File: config.mk
export PLATFORM = sky130hd
export DESIGN_NAME = up_wishbone_classic_master_flat
export DESIGN_NICKNAME = d
export VERILOG_FILES = /design/src/rtl/up_wishbone_classic_master_pkg.sv /design/src/rtl/up_wishbone_classic_master_if.sv /design/src/rtl/up_wishbone_classic_master_timeout.sv /design/src/rtl/up_wishbone_classic_master.sv /design/src/flat_wrapper.sv
export SDC_FILE = /design/constraint.sdc
export NUM_CORES = 1
export LEC_CHECK = 0
export BUFFER_PORTS_ARGS = -buffer_cell sky130_fd_sc_hd__buf_4
export CORE_AREA = 4 4 104 106
export DETAILED_ROUTE_END_ITERATION = 8
export DIE_AREA = 0 0 108 110
export PLACE_DENSITY = 0.78
export SLEW_MARGIN = 20
export SYNTH_ARGS = -nofsm -noshare
export SYNTH_HDL_FRONTEND = slang
export SYNTH_HIERARCHICAL = 1
export SYNTH_SLANG_ARGS = --single-unit
File: constraint.sdc
create_clock -name clk -period 1.9 [get_ports clk]
set_input_delay 0.285 -clock clk [delete_from_list [all_inputs] [get_ports clk]]
set_output_delay 0.285 -clock clk [all_outputs]
set_load 0.01 [all_outputs]
File: src/rtl/up_wishbone_classic_master_pkg.sv
// up_wishbone_classic_master_pkg
//   Shared definitions for the uP-to-Wishbone classic master and its
//   responder-side counterpart.
//   - wb_state_e        : master FSM state encoding
//   - WB_CTI_CLASSIC    : cycle type for single classic transfers
//   - WB_BTE_LINEAR     : burst type (unused by classic, driven to zero)
//   - counter_width()   : bit width needed to count 0 .. n-1 (min 1)
package up_wishbone_classic_master_pkg;

  typedef enum logic [1:0] {
    ST_IDLE  = 2'd0,
    ST_WRITE = 2'd1,
    ST_READ  = 2'd2,
    ST_DONE  = 2'd3
  } wb_state_e;

  localparam logic [2:0] WB_CTI_CLASSIC = 3'b000;
  localparam logic [1:0] WB_BTE_LINEAR  = 2'b00;

  function automatic int unsigned counter_width(input int unsigned n);
    return (n > 1) ? $clog2(n) : 1;
  endfunction

endpackage

File: src/rtl/up_wishbone_classic_master_if.sv
// up_wishbone_classic_master_if
//   Wishbone classic bus bundle between one master and one slave.
//   Master drives : cyc, stb, we, addr, data_o, sel, cti, bte
//   Slave drives  : ack, data_i, err
//   Parameters    : ADDRESS_WIDTH (byte address bits), BUS_WIDTH (bytes)
interface up_wishbone_classic_master_if #(
  parameter int unsigned ADDRESS_WIDTH = 32,
  parameter int unsigned BUS_WIDTH     = 4
);

  logic                     cyc;
  logic                     stb;
  logic                     we;
  logic [ADDRESS_WIDTH-1:0] addr;
  logic [BUS_WIDTH*8-1:0]   data_o;
  logic [BUS_WIDTH-1:0]     sel;
  logic [2:0]               cti;
  logic [1:0]               bte;
  logic                     ack;
  logic [BUS_WIDTH*8-1:0]   data_i;
  logic                     err;

  modport master (
    output cyc, stb, we, addr, data_o, sel, cti, bte,
    input  ack, data_i, err
  );

  modport slave (
    input  cyc, stb, we, addr, data_o, sel, cti, bte,
    output ack, data_i, err
  );

endinterface

File: src/rtl/up_wishbone_classic_master_timeout.sv
// up_wb_timeout
//   Response watchdog for one Wishbone transfer. Counts cycles while a
//   transfer is outstanding and flags expiry on the cycle the count
//   reaches TIMEOUT_CYCLES-1 without a response.
//   Ports:
//     clk, rst : clock, synchronous active-high reset
//     run      : a transfer is outstanding (FSM in WRITE or READ)
//     hit      : slave responded this cycle (ack or err)
//     expired  : terminate the transfer as an error this cycle
module up_wb_timeout
  import up_wishbone_classic_master_pkg::*;
#(
  parameter int unsigned TIMEOUT_CYCLES = 256
) (
  input  logic clk,
  input  logic rst,
  input  logic run,
  input  logic hit,
  output logic expired
);

  localparam int unsigned   CW   = counter_width(TIMEOUT_CYCLES);
  localparam logic [CW-1:0] LAST = CW'(TIMEOUT_CYCLES - 1);

  logic [CW-1:0] count_q;
  logic [CW-1:0] count_d;

  // Idle cycles hold the count at zero, so every transfer starts from zero.
  always_comb begin
    count_d = count_q;
    if (!run || hit) begin
      count_d = '0;
    end else if (count_q != LAST) begin
      count_d = count_q + 1'b1;
    end
  end

  always_ff @(posedge clk) begin
    if (rst) begin
      count_q <= '0;
    end else begin
      count_q <= count_d;
    end
  end

  assign expired = run && !hit && (count_q == LAST);

endmodule

File: src/rtl/up_wishbone_classic_master.sv
// up_wishbone_classic_master
//   Issues single Wishbone classic read/write transfers on behalf of the
//   uP register request interface. One transfer at a time; requests are
//   only sampled in IDLE, a simultaneous read is dropped in favour of the
//   write.
//   Ports:
//     clk, rst                      : clock, synchronous active-high reset
//     up_wreq/up_waddr/up_wdata     : write request pulse, address, data
//     up_wack/up_werr               : write completion pulse, error flag
//     up_rreq/up_raddr              : read request pulse, address
//     up_rack/up_rdata/up_rerr      : read completion pulse, data, error flag
//     m_wb (master modport)         : Wishbone classic bus
//   Build option:
//     UP_WISHBONE_CLASSIC_MASTER_TIMEOUT_EN - when defined, a transfer with
//     no ack/err for TIMEOUT_CYCLES cycles terminates as an error.
//
//   state | meaning
//   IDLE  | no transfer; sampling up_wreq/up_rreq
//   WRITE | write cycle on the bus, waiting for ack/err
//   READ  | read cycle on the bus, waiting for ack/err
//   DONE  | completion pulse on up_wack or up_rack
module up_wishbone_classic_master
  import up_wishbone_classic_master_pkg::*;
#(
  parameter int unsigned ADDRESS_WIDTH  = 32,
  parameter int unsigned BUS_WIDTH      = 4,
  parameter int unsigned TIMEOUT_CYCLES = 256
) (
  input  logic                     clk,
  input  logic                     rst,

  input  logic                     up_rreq,
  output logic                     up_rack,
  input  logic [ADDRESS_WIDTH-1:0] up_raddr,
  output logic [BUS_WIDTH*8-1:0]   up_rdata,
  output logic                     up_rerr,

  input  logic                     up_wreq,
  output logic                     up_wack,
  input  logic [ADDRESS_WIDTH-1:0] up_waddr,
  input  logic [BUS_WIDTH*8-1:0]   up_wdata,
  output logic                     up_werr,

  up_wishbone_classic_master_if.master m_wb
);

  if (TIMEOUT_CYCLES < 2) begin : g_bad_timeout
    $error("TIMEOUT_CYCLES must be at least 2");
  end

  wb_state_e                state_q, state_d;
  logic                     cyc_q, cyc_d;
  logic                     we_q, we_d;
  logic [BUS_WIDTH-1:0]     sel_q, sel_d;
  logic [ADDRESS_WIDTH-1:0] addr_q, addr_d;
  logic [BUS_WIDTH*8-1:0]   wdata_q, wdata_d;
  logic [BUS_WIDTH*8-1:0]   rdata_q, rdata_d;
  logic                     rack_q, rack_d;
  logic                     wack_q, wack_d;
  logic                     rerr_q, rerr_d;
  logic                     werr_q, werr_d;

  logic busy;
  logic timeout_expired;
  logic bus_fail;
  logic bus_done;

  assign busy = (state_q == ST_WRITE) || (state_q == ST_READ);

`ifdef UP_WISHBONE_CLASSIC_MASTER_TIMEOUT_EN
  up_wb_timeout #(
    .TIMEOUT_CYCLES (TIMEOUT_CYCLES)
  ) u_timeout (
    .clk     (clk),
    .rst     (rst),
    .run     (busy),
    .hit     (m_wb.ack || m_wb.err),
    .expired (timeout_expired)
  );
`else
  assign timeout_expired = 1'b0;
`endif

  // err wins over ack when both arrive; a timeout behaves like err.
  assign bus_fail = m_wb.err || timeout_expired;
  assign bus_done = m_wb.ack || bus_fail;

  always_comb begin
    state_d = state_q;
    cyc_d   = cyc_q;
    we_d    = we_q;
    sel_d   = sel_q;
    addr_d  = addr_q;
    wdata_d = wdata_q;
    rdata_d = rdata_q;
    rack_d  = 1'b0;
    wack_d  = 1'b0;
    rerr_d  = 1'b0;
    werr_d  = 1'b0;

    case (state_q)
      ST_IDLE: begin
        if (up_wreq) begin
          addr_d  = up_waddr;
          wdata_d = up_wdata;
          cyc_d   = 1'b1;
          we_d    = 1'b1;
          sel_d   = '1;
          state_d = ST_WRITE;
        end else if (up_rreq) begin
          addr_d  = up_raddr;
          cyc_d   = 1'b1;
          we_d    = 1'b0;
          sel_d   = '1;
          state_d = ST_READ;
        end
      end

      ST_WRITE, ST_READ: begin
        if (bus_done) begin
          cyc_d   = 1'b0;
          we_d    = 1'b0;
          sel_d   = '0;
          state_d = ST_DONE;
          // Completion flags are registered here so they are high for
          // exactly the one cycle spent in DONE.
          if (state_q == ST_WRITE) begin
            wack_d = 1'b1;
            werr_d = bus_fail;
          end else begin
            rack_d = 1'b1;
            rerr_d = bus_fail;
            if (!bus_fail) begin
              rdata_d = m_wb.data_i;
            end
          end
        end
      end

      ST_DONE: begin
        state_d = ST_IDLE;
      end

      default: begin
        state_d = ST_IDLE;
      end
    endcase
  end

  always_ff @(posedge clk) begin
    if (rst) begin
      state_q <= ST_IDLE;
      cyc_q   <= 1'b0;
      we_q    <= 1'b0;
      sel_q   <= '0;
      addr_q  <= '0;
      wdata_q <= '0;
      rdata_q <= '0;
      rack_q  <= 1'b0;
      wack_q  <= 1'b0;
      rerr_q  <= 1'b0;
      werr_q  <= 1'b0;
    end else begin
      state_q <= state_d;
      cyc_q   <= cyc_d;
      we_q    <= we_d;
      sel_q   <= sel_d;
      addr_q  <= addr_d;
      wdata_q <= wdata_d;
      rdata_q <= rdata_d;
      rack_q  <= rack_d;
      wack_q  <= wack_d;
      rerr_q  <= rerr_d;
      werr_q  <= werr_d;
    end
  end

  // Classic single transfers: stb always follows cyc.
  assign m_wb.cyc    = cyc_q;
  assign m_wb.stb    = cyc_q;
  assign m_wb.we     = we_q;
  assign m_wb.addr   = addr_q;
  assign m_wb.data_o = wdata_q;
  assign m_wb.sel    = sel_q;
  assign m_wb.cti    = WB_CTI_CLASSIC;
  assign m_wb.bte    = WB_BTE_LINEAR;

  assign up_rack  = rack_q;
  assign up_rdata = rdata_q;
  assign up_rerr  = rerr_q;
  assign up_wack  = wack_q;
  assign up_werr  = werr_q;

endmodule
File: src/flat_wrapper.sv
// flat-port wrapper written by rule: the top's interface ports become plain ports
module up_wishbone_classic_master_flat import up_wishbone_classic_master_pkg::*;
#(
  parameter int unsigned ADDRESS_WIDTH  = 32,
  parameter int unsigned BUS_WIDTH      = 4,
  parameter int unsigned TIMEOUT_CYCLES = 256
)
  (clk, rst, up_rreq, up_rack, up_raddr, up_rdata, up_rerr, up_wreq, up_wack, up_waddr, up_wdata, up_werr, m_wb_cyc, m_wb_stb, m_wb_we, m_wb_addr, m_wb_data_o, m_wb_sel, m_wb_cti, m_wb_bte, m_wb_ack, m_wb_data_i, m_wb_err);
  up_wishbone_classic_master_if #(.ADDRESS_WIDTH(ADDRESS_WIDTH), .BUS_WIDTH(BUS_WIDTH)) m_wb_i ();
  input  logic clk;
  input  logic rst;
  input  logic up_rreq;
  output logic up_rack;
  input  logic [ADDRESS_WIDTH-1:0] up_raddr;
  output logic [BUS_WIDTH*8-1:0] up_rdata;
  output logic up_rerr;
  input  logic up_wreq;
  output logic up_wack;
  input  logic [ADDRESS_WIDTH-1:0] up_waddr;
  input  logic [BUS_WIDTH*8-1:0] up_wdata;
  output logic up_werr;
  output wire logic [$bits(m_wb_i.cyc)-1:0] m_wb_cyc;
  output wire logic [$bits(m_wb_i.stb)-1:0] m_wb_stb;
  output wire logic [$bits(m_wb_i.we)-1:0] m_wb_we;
  output wire logic [$bits(m_wb_i.addr)-1:0] m_wb_addr;
  output wire logic [$bits(m_wb_i.data_o)-1:0] m_wb_data_o;
  output wire logic [$bits(m_wb_i.sel)-1:0] m_wb_sel;
  output wire logic [$bits(m_wb_i.cti)-1:0] m_wb_cti;
  output wire logic [$bits(m_wb_i.bte)-1:0] m_wb_bte;
  input wire logic [$bits(m_wb_i.ack)-1:0] m_wb_ack;
  input wire logic [$bits(m_wb_i.data_i)-1:0] m_wb_data_i;
  input wire logic [$bits(m_wb_i.err)-1:0] m_wb_err;
  assign m_wb_cyc = m_wb_i.cyc;
  assign m_wb_stb = m_wb_i.stb;
  assign m_wb_we = m_wb_i.we;
  assign m_wb_addr = m_wb_i.addr;
  assign m_wb_data_o = m_wb_i.data_o;
  assign m_wb_sel = m_wb_i.sel;
  assign m_wb_cti = m_wb_i.cti;
  assign m_wb_bte = m_wb_i.bte;
  assign m_wb_i.ack = m_wb_ack;
  assign m_wb_i.data_i = m_wb_data_i;
  assign m_wb_i.err = m_wb_err;
  up_wishbone_classic_master #(.ADDRESS_WIDTH(ADDRESS_WIDTH), .BUS_WIDTH(BUS_WIDTH), .TIMEOUT_CYCLES(TIMEOUT_CYCLES)) u_core (.clk(clk), .rst(rst), .up_rreq(up_rreq), .up_rack(up_rack), .up_raddr(up_raddr), .up_rdata(up_rdata), .up_rerr(up_rerr), .up_wreq(up_wreq), .up_wack(up_wack), .up_waddr(up_waddr), .up_wdata(up_wdata), .up_werr(up_werr), .m_wb(m_wb_i));
endmodule
==> impl_metrics.yaml, run 1 <==
timing:
  layout_min_cycle_time_ns: 1.74
  finalSetupViolCount: 0
  fin_crit_sh_pct: 91.6
  slew_headroom_pct: 63.7
  finalSetupTns_ns: 0
  grt_setup_unrepaired: "no"
  hold_viol_final: 0
  maxSlewViolCount: 0
  max_freq_mhz: 574
  tightestPinTransition_ns: 0.543
  fin_worst_skew_ns: 0.00517
placed_design:
  port_buffers: 240
  dpl_cell_area_um2: 6080
  gp_congestion: 0.733
  post-dp-hpwl_um: 9050
synth:
  synthCells: 474
  synth_seq_cells: 104
  yosysMostFrequentCell: "nand2_1"
  synthDistinctLibCells: 29
  ys_seq_area_share_pct: 49.0
  yosys_warnings: 6
  synthArstFlopShare_pct: 0
  synth_edf_count: 0
  synth_commonest_cells: "131 x nand2_1, 104 x dfxtp_1, 66 x a21oi_1, 34 x nor2_1, 33 x mux2i_1"
  yosys-top-cells-area: "dfxtp_1 49%, nand2_1 12%, a211oi_2 8.8%"
  mappedNetlistArea_um2: 4250
  dominantRegCellSynth: "dfxtp_1"
  avgSynthCellArea_um2: 8.97
  netlist.area_leader.share_pct: 49.0
  yosys.area.top_type: "dfxtp_1"
drt:
  firstDrtPassIters: 4
  routed_via_density: 4.86
  drc: 0
  wl_um: 11900
  vias: 4023
  drt_iter0_markers: 109
  wl_per_cell_um: 14.4
  antenna_left: 0
worst_setup_path:
  worstPathMaxFanout: 6
  cpMaxStageDelayCell: "nor3b_1"
  worst_setup_path_start_kind: "register"
  crit_chain: "inv_1 > ha_1 > nor3b_1 > o21ai_0 > o311a_1"
  crit_type: "register to register"
  slowest_delay_ns: 0.49
  reg2reg_from: "u_core/state_q[1]"
  worstPathRequired_ns: 2.15
  arrival_ns: 1.99
  crit_start: "u_core/state_q[1]"
  cp-end-kind: "register"
clock_tree:
  hold_buffers: 0
  cts_buffers: 9
  post_cts_buffers: 0
  cts_resized: 0
  cts.path.max_buffers: 2
  cts_tree: "done"
  clkLatencyLatePin_ns: 0.35
  cts_max_level: 3
  cts-root-buf: "clkbuf_8"
  cts.sinks: 104
  path_clk_slew_ns: 0.09
min_path:
  hold_class: "primary input to register"
  min_from: "m_wb_data_i[20]"
floorplan:
  die_y_um: 110
  core_um2: 9770
  dieArea_um2: 11900
  start_util_pct: 43.5
  dieWidth_um: 108
  io_pins: 246
  rows: 36
cells_and_area:
  diodes: 0
  area_delta_synth_final_pct: 48.1
  multi_input_area_um2: 1880
  finalNetCount: 829
  design_area_um2: 6300
  fillers: 804
  drive_gt1_share_pct: 42.5
  seqCellArea_um2: 2080
run:
  maxCapViolCount: 0
grt:
  grt_pass1_vias: 3722
  grt_overflow: 0
  grt_usage_pct: 18.9
  grt_max_degree: 46
  antenna_found_initial: 0
  grt_pass1_wl_um: 17800
power:
  peakVddDrop_mv: 0.641
  leakagePower_nw: 2.87
  powerDensity_nw_per_um2: 1250
outcome:
  outcome: "finished clean"
[placed cells by master (no fill, tap or decap), types with 5 or more instances in the layout]
cell	instances
buf_12	5
nor2_1	34
dfxtp_1	104
clkbuf_8	9
mux2i_1	33
a21oi_1	66
a211oi_2	30
nand2_1	131
conb_1	5
buf_4	244
[per-layer routing]
layer  vias up  wire length (µm)  track usage, %
met5         -                 0               0
met4         0               326            9.56
met3        21              1030            5.36
met2       154              5990            32.9
met1      1848              4520            21.0
li1       2000                 -               -
[path summary, 6_finish.rpt]
check                      endpoint  slack, ns  depth (start not counted)
max reg2reg       u_core/state_q[0]       0.16                          5
min reg2reg  u_core/m_wb.data_o[19]       0.46                          2
min             u_core/up_rdata[20]       0.17                          3
max               u_core/state_q[0]       0.16                          5
[cell families (layout without fill, tap and decap cells)]
group | count (synthesis) | count (layout) | synth area share, %
buffers and inverters | 51 | 267 | 7.18
adders and majority gates | 4 | 4 | 1.18
AOI/OAI and AO/OA | 107 | 107 | 18.4
DFF | 104 | 104 | 49.0
and+or+nand+nor | 174 | 174 | 16.4
other | 1 | 5 | 0.0882
muxes | 33 | 33 | 7.77
[state kept, by name, indices dropped and copies added (netlist names), 2 cells and up]
register,cells
u_core/m_wb.addr,32
u_core/m_wb.data_o,32
u_core/state_q,2
u_core/up_rdata,32
[layout make-up]
class	instances	share of cell area [%]
Multi-Input combinational cell	323	29.9
Timing Repair Buffer	249	30.7
Clock inverter	4	1.51
Sequential cell	104	33.1
Inverter	4	0.238
Clock buffer	10	2.03
Tap cell	133	2.64
[per-stage QoR]
stage	setup WS, ns	utilization [%]	std cells	hold slack, ns	power [mW]
after floorplan	0.398	-	478	0.373	5.10
after global placement	0.291	62.2	813	0.441	6.29
after detailed placement	0.208	62.2	813	0.447	6.44
after CTS	0.173	64.4	827	0.142	8.01
after global routing	0.0104	64.4	827	0.145	8.43
final	0.159	64.4	827	0.171	7.90
[power breakdown]
| part | internal (mW) | leakage [nW] | switching, mW |
|---|---|---|---|
| Clock | 0.860 | 0.112 | 0.688 |
| Combinational | 1.57 | 1.91 | 1.79 |
| Sequential | 2.71 | 0.853 | 0.280 |
[critical path: cells and delay by family, from the launching register on]
family / cells / cell delay [ns]
adder cells (fa/ha/maj): 1 / 0.36
AND/OR/NAND/NOR: 1 / 0.49
flip-flops: 1 / 0.36
AO/OA/AOI/OAI: 2 / 0.33
buffers and inverters: 1 / 0.09
Note: power is estimated with default switching activity, not from simulation.
==> inputs of run 2 (changes only) <==
--- a/config.mk
+++ b/config.mk
@@ -5,10 +5,11 @@
 export SDC_FILE = /design/constraint.sdc
 export NUM_CORES = 1
 export LEC_CHECK = 0
+export ABC_AREA = 1
 export BUFFER_PORTS_ARGS = -buffer_cell sky130_fd_sc_hd__buf_4
-export CORE_AREA = 4 4 104 106
+export CORE_AREA = 4 4 103 105
 export DETAILED_ROUTE_END_ITERATION = 8
-export DIE_AREA = 0 0 108 110
+export DIE_AREA = 0 0 107 109
 export PLACE_DENSITY = 0.78
 export SLEW_MARGIN = 20
 export SYNTH_ARGS = -nofsm -noshare
==> run 2 against run 1 <==
  * Maximum frequency is 2.3% higher
  * Count of clock-buffer cells in the layout is 1 lower
  * Core utilization is 0.16 points lower
  * Worst setup slack better by 0.040 ns
  * Via count is 11% higher
  * Die area is 1.8% lower
  * Largest power group is now sequential cells
  * Combinational power is 38% lower
  * Largest cell class unchanged
  * Sequential cell count stayed put
  * First-iteration DRC count is 110% higher
  * Final area is 1.6% lower
==> impl_metrics.yaml, run 2 <==
synth:
  mappedNetlistArea_um2: 4180
  avgSynthCellArea_um2: 7.18
  synth-adder-area-share_pct: 1.20
  yosys-top-cells-area: "dfxtp_1 50%, nor2_1 18%, o21ai_0 11%"
  ys_seq_area_share_pct: 49.9
  yosys.area_share.simple_pct: 28.4
  yosys_warnings: 6
  synth_edf_count: 0
  synth_top_family_by_area: "simple AND/OR/NAND/NOR gates"
  dominantRegCellSynth: "dfxtp_1"
  synth_seq_cells: 104
  synth_compound_area_share_pct: 12.6
  synthDistinctLibCells: 18
  synth-xor-area-share_pct: 0
  synth_mux_area_share_pct: 0
  synthCells: 582
  synthArstFlopShare_pct: 0
  synth_commonest_cells: "197 x nor2_1, 109 x nand2_1, 104 x dfxtp_1, 91 x o21ai_0, 17 x clkbuf_1"
  netlist.area_leader.share_pct: 49.9
  yosys.area.top_type: "dfxtp_1"
  yosysMostFrequentCell: "nor2_1"
cells_and_area:
  stdcell_count: 939
  multi_input_area_um2: 1780
  finalNetCount: 939
  diodes: 0
  drive_gt1_share_pct: 33.6
  seqCellArea_um2: 2080
  layout_common_cells: "246 x buf_4, 197 x nor2_1, 109 x nand2_1, 104 x dfxtp_1, 91 x o21ai_0"
  layout_commonest_cell: "buf_4"
  fillers: 858
  area_delta_synth_final_pct: 48.4
  design_area_um2: 6200
clock_tree:
  cts-root-buf: "clkbuf_8"
  cts.sinks: 104
  cts_tree: "done"
  hold_buffers: 0
  cts.path.max_buffers: 2
  clkLatencyLatePin_ns: 0.35
  cts_max_level: 3
  cts_buffers: 9
  path_clk_slew_ns: 0.09
floorplan:
  core_um2: 9640
  rows: 36
  start_util_pct: 43.3
  dieArea_um2: 11700
  io_pins: 246
  die_y_um: 109
  dieWidth_um: 107
drt:
  firstDrtPassIters: 5
  routed_via_density: 4.73
  wl_per_cell_um: 13.4
  drc: 0
  vias: 4446
  drt_iter0_markers: 227
  antenna_left: 0
  wl_um: 12600
timing:
  finalSetupTns_ns: 0
  holdWs_ns: 0.164
  hold_viol_final: 0
  slew_headroom_pct: 65.1
  grt_setup_unrepaired: "no"
  layout_min_cycle_time_ns: 1.70
  fin_worst_skew_ns: 0.00803
  finalSetupViolCount: 0
  max_freq_mhz: 588
  tightestPinTransition_ns: 0.522
  maxSlewViolCount: 0
  fin_crit_sh_pct: 89.5
grt:
  antenna_found_initial: 0
  grt_pass1_wl_um: 19600
  grt_pass1_vias: 4135
  grt_max_degree: 97
  grt_usage_pct: 20.8
  grt_overflow: 0
worst_setup_path:
  reg2reg_to: "u_core/up_rdata[29]"
  worstRegToRegCells: 6
  reg2reg_from: "u_core/state_q[0]"
  worst_setup_path_start_kind: "register"
  cp-end-kind: "register"
  worstPathMaxFanout: 24
  arrival_ns: 1.95
  worstPathRequired_ns: 2.15
  crit_type: "register to register"
  r2r_setup_slack_ns: 0.20
min_path:
  min_from: "rst"
  hold_class: "primary input to register"
  hold_path_end: "u_core/up_rerr"
  hold_depth: 2
power:
  powerDensity_nw_per_um2: 1020
  leakagePower_nw: 3.12
  peakVddDrop_mv: 0.452
  power_mw: 6.32
run:
  maxCapViolCount: 0
placed_design:
  dpl_cell_area_um2: 5970
  post-dp-hpwl_um: 9560
  port_buffers: 240
  dp_cells: 923
  gp_congestion: 0.819
outcome:
  outcome: "finished clean"
## run 2: cell families (layout without fill, tap and decap cells)
| family | after synthesis | after routing |
|---|---|---|
| AOI/OAI and AO/OA | 103 | 103 |
| buffers and inverters | 58 | 278 |
| adders and majority gates | 4 | 4 |
| and+or+nand+nor | 312 | 312 |
| DFF | 104 | 104 |
| other | 1 | 5 |
## run 2: critical path: stages (launching register included)
cell     delay, ns
dfxtp_1       0.37
inv_1         0.09
ha_1          0.37
nand4_2       0.24
buf_4         0.28
o21ai_0       0.19
nor2_1        0.05
## run 2: power breakdown
part | internal [mW] | leakage, nW | total (mW) | switching [mW]
sequential | 2.55 | 0.857 | 2.77 | 0.213
clock | 0.744 | 0.110 | 1.46 | 0.720
combinational | 0.979 | 2.16 | 2.09 | 1.11
total | 4.28 | 3.12 | 6.32 | 2.04
## run 2: per-layer routing
metal	routed length (µm)	vias up	share of wire, %	GRT usage, %
met5	0	-	0	0
met4	288	0	2.3	8.22
met3	1370	28	11	7.46
met2	6080	212	48	34.6
met1	4870	1965	39	24.6
li1	-	2241	-	-
## run 2: stage by stage
| stage | utilization (%) | setup WS, ns |
|---|---|---|
| CTS | 64.2 | 0.165 |
| global placement | 62.0 | 0.313 |
| floorplan | - | 0.508 |
| finish | 64.3 | 0.199 |
| global route | 64.3 | 0.00537 |
| detailed placement | 62.0 | 0.192 |
## run 2: worst max path at each step
stage / startpoint / endpoint / slack [ns]
2_1_floorplan: u_core/state_q[0] / u_core/up_rdata[30] / 0.51
3_5_place_dp: u_core/state_q[0] / u_core/up_rdata[27] / 0.19
4_1_cts: u_core/state_q[0] / u_core/up_rdata[27] / 0.17
6_report: u_core/state_q[0] / u_core/up_rdata[29] / 0.20
5_1_grt: u_core/state_q[0] / u_core/up_rdata[29] / 0.005
3_3_place_gp: u_core/state_q[0] / u_core/up_rdata[2] / 0.31
## run 2: layout make-up
class / instances / area share (%)
Clock buffer: 9 / 2.00
Multi-Input combinational cell: 424 / 28.8
Clock inverter: 7 / 1.53
Tap cell: 133 / 2.69
Timing Repair Buffer: 249 / 30.6
Sequential cell: 104 / 33.6
Inverter: 13 / 0.788
## run 2: timing repair
action / CTS / global route
setup buffers: 0 / 0
gates resized for setup: 0 / 1
setup endpoints to repair: 0 / 4
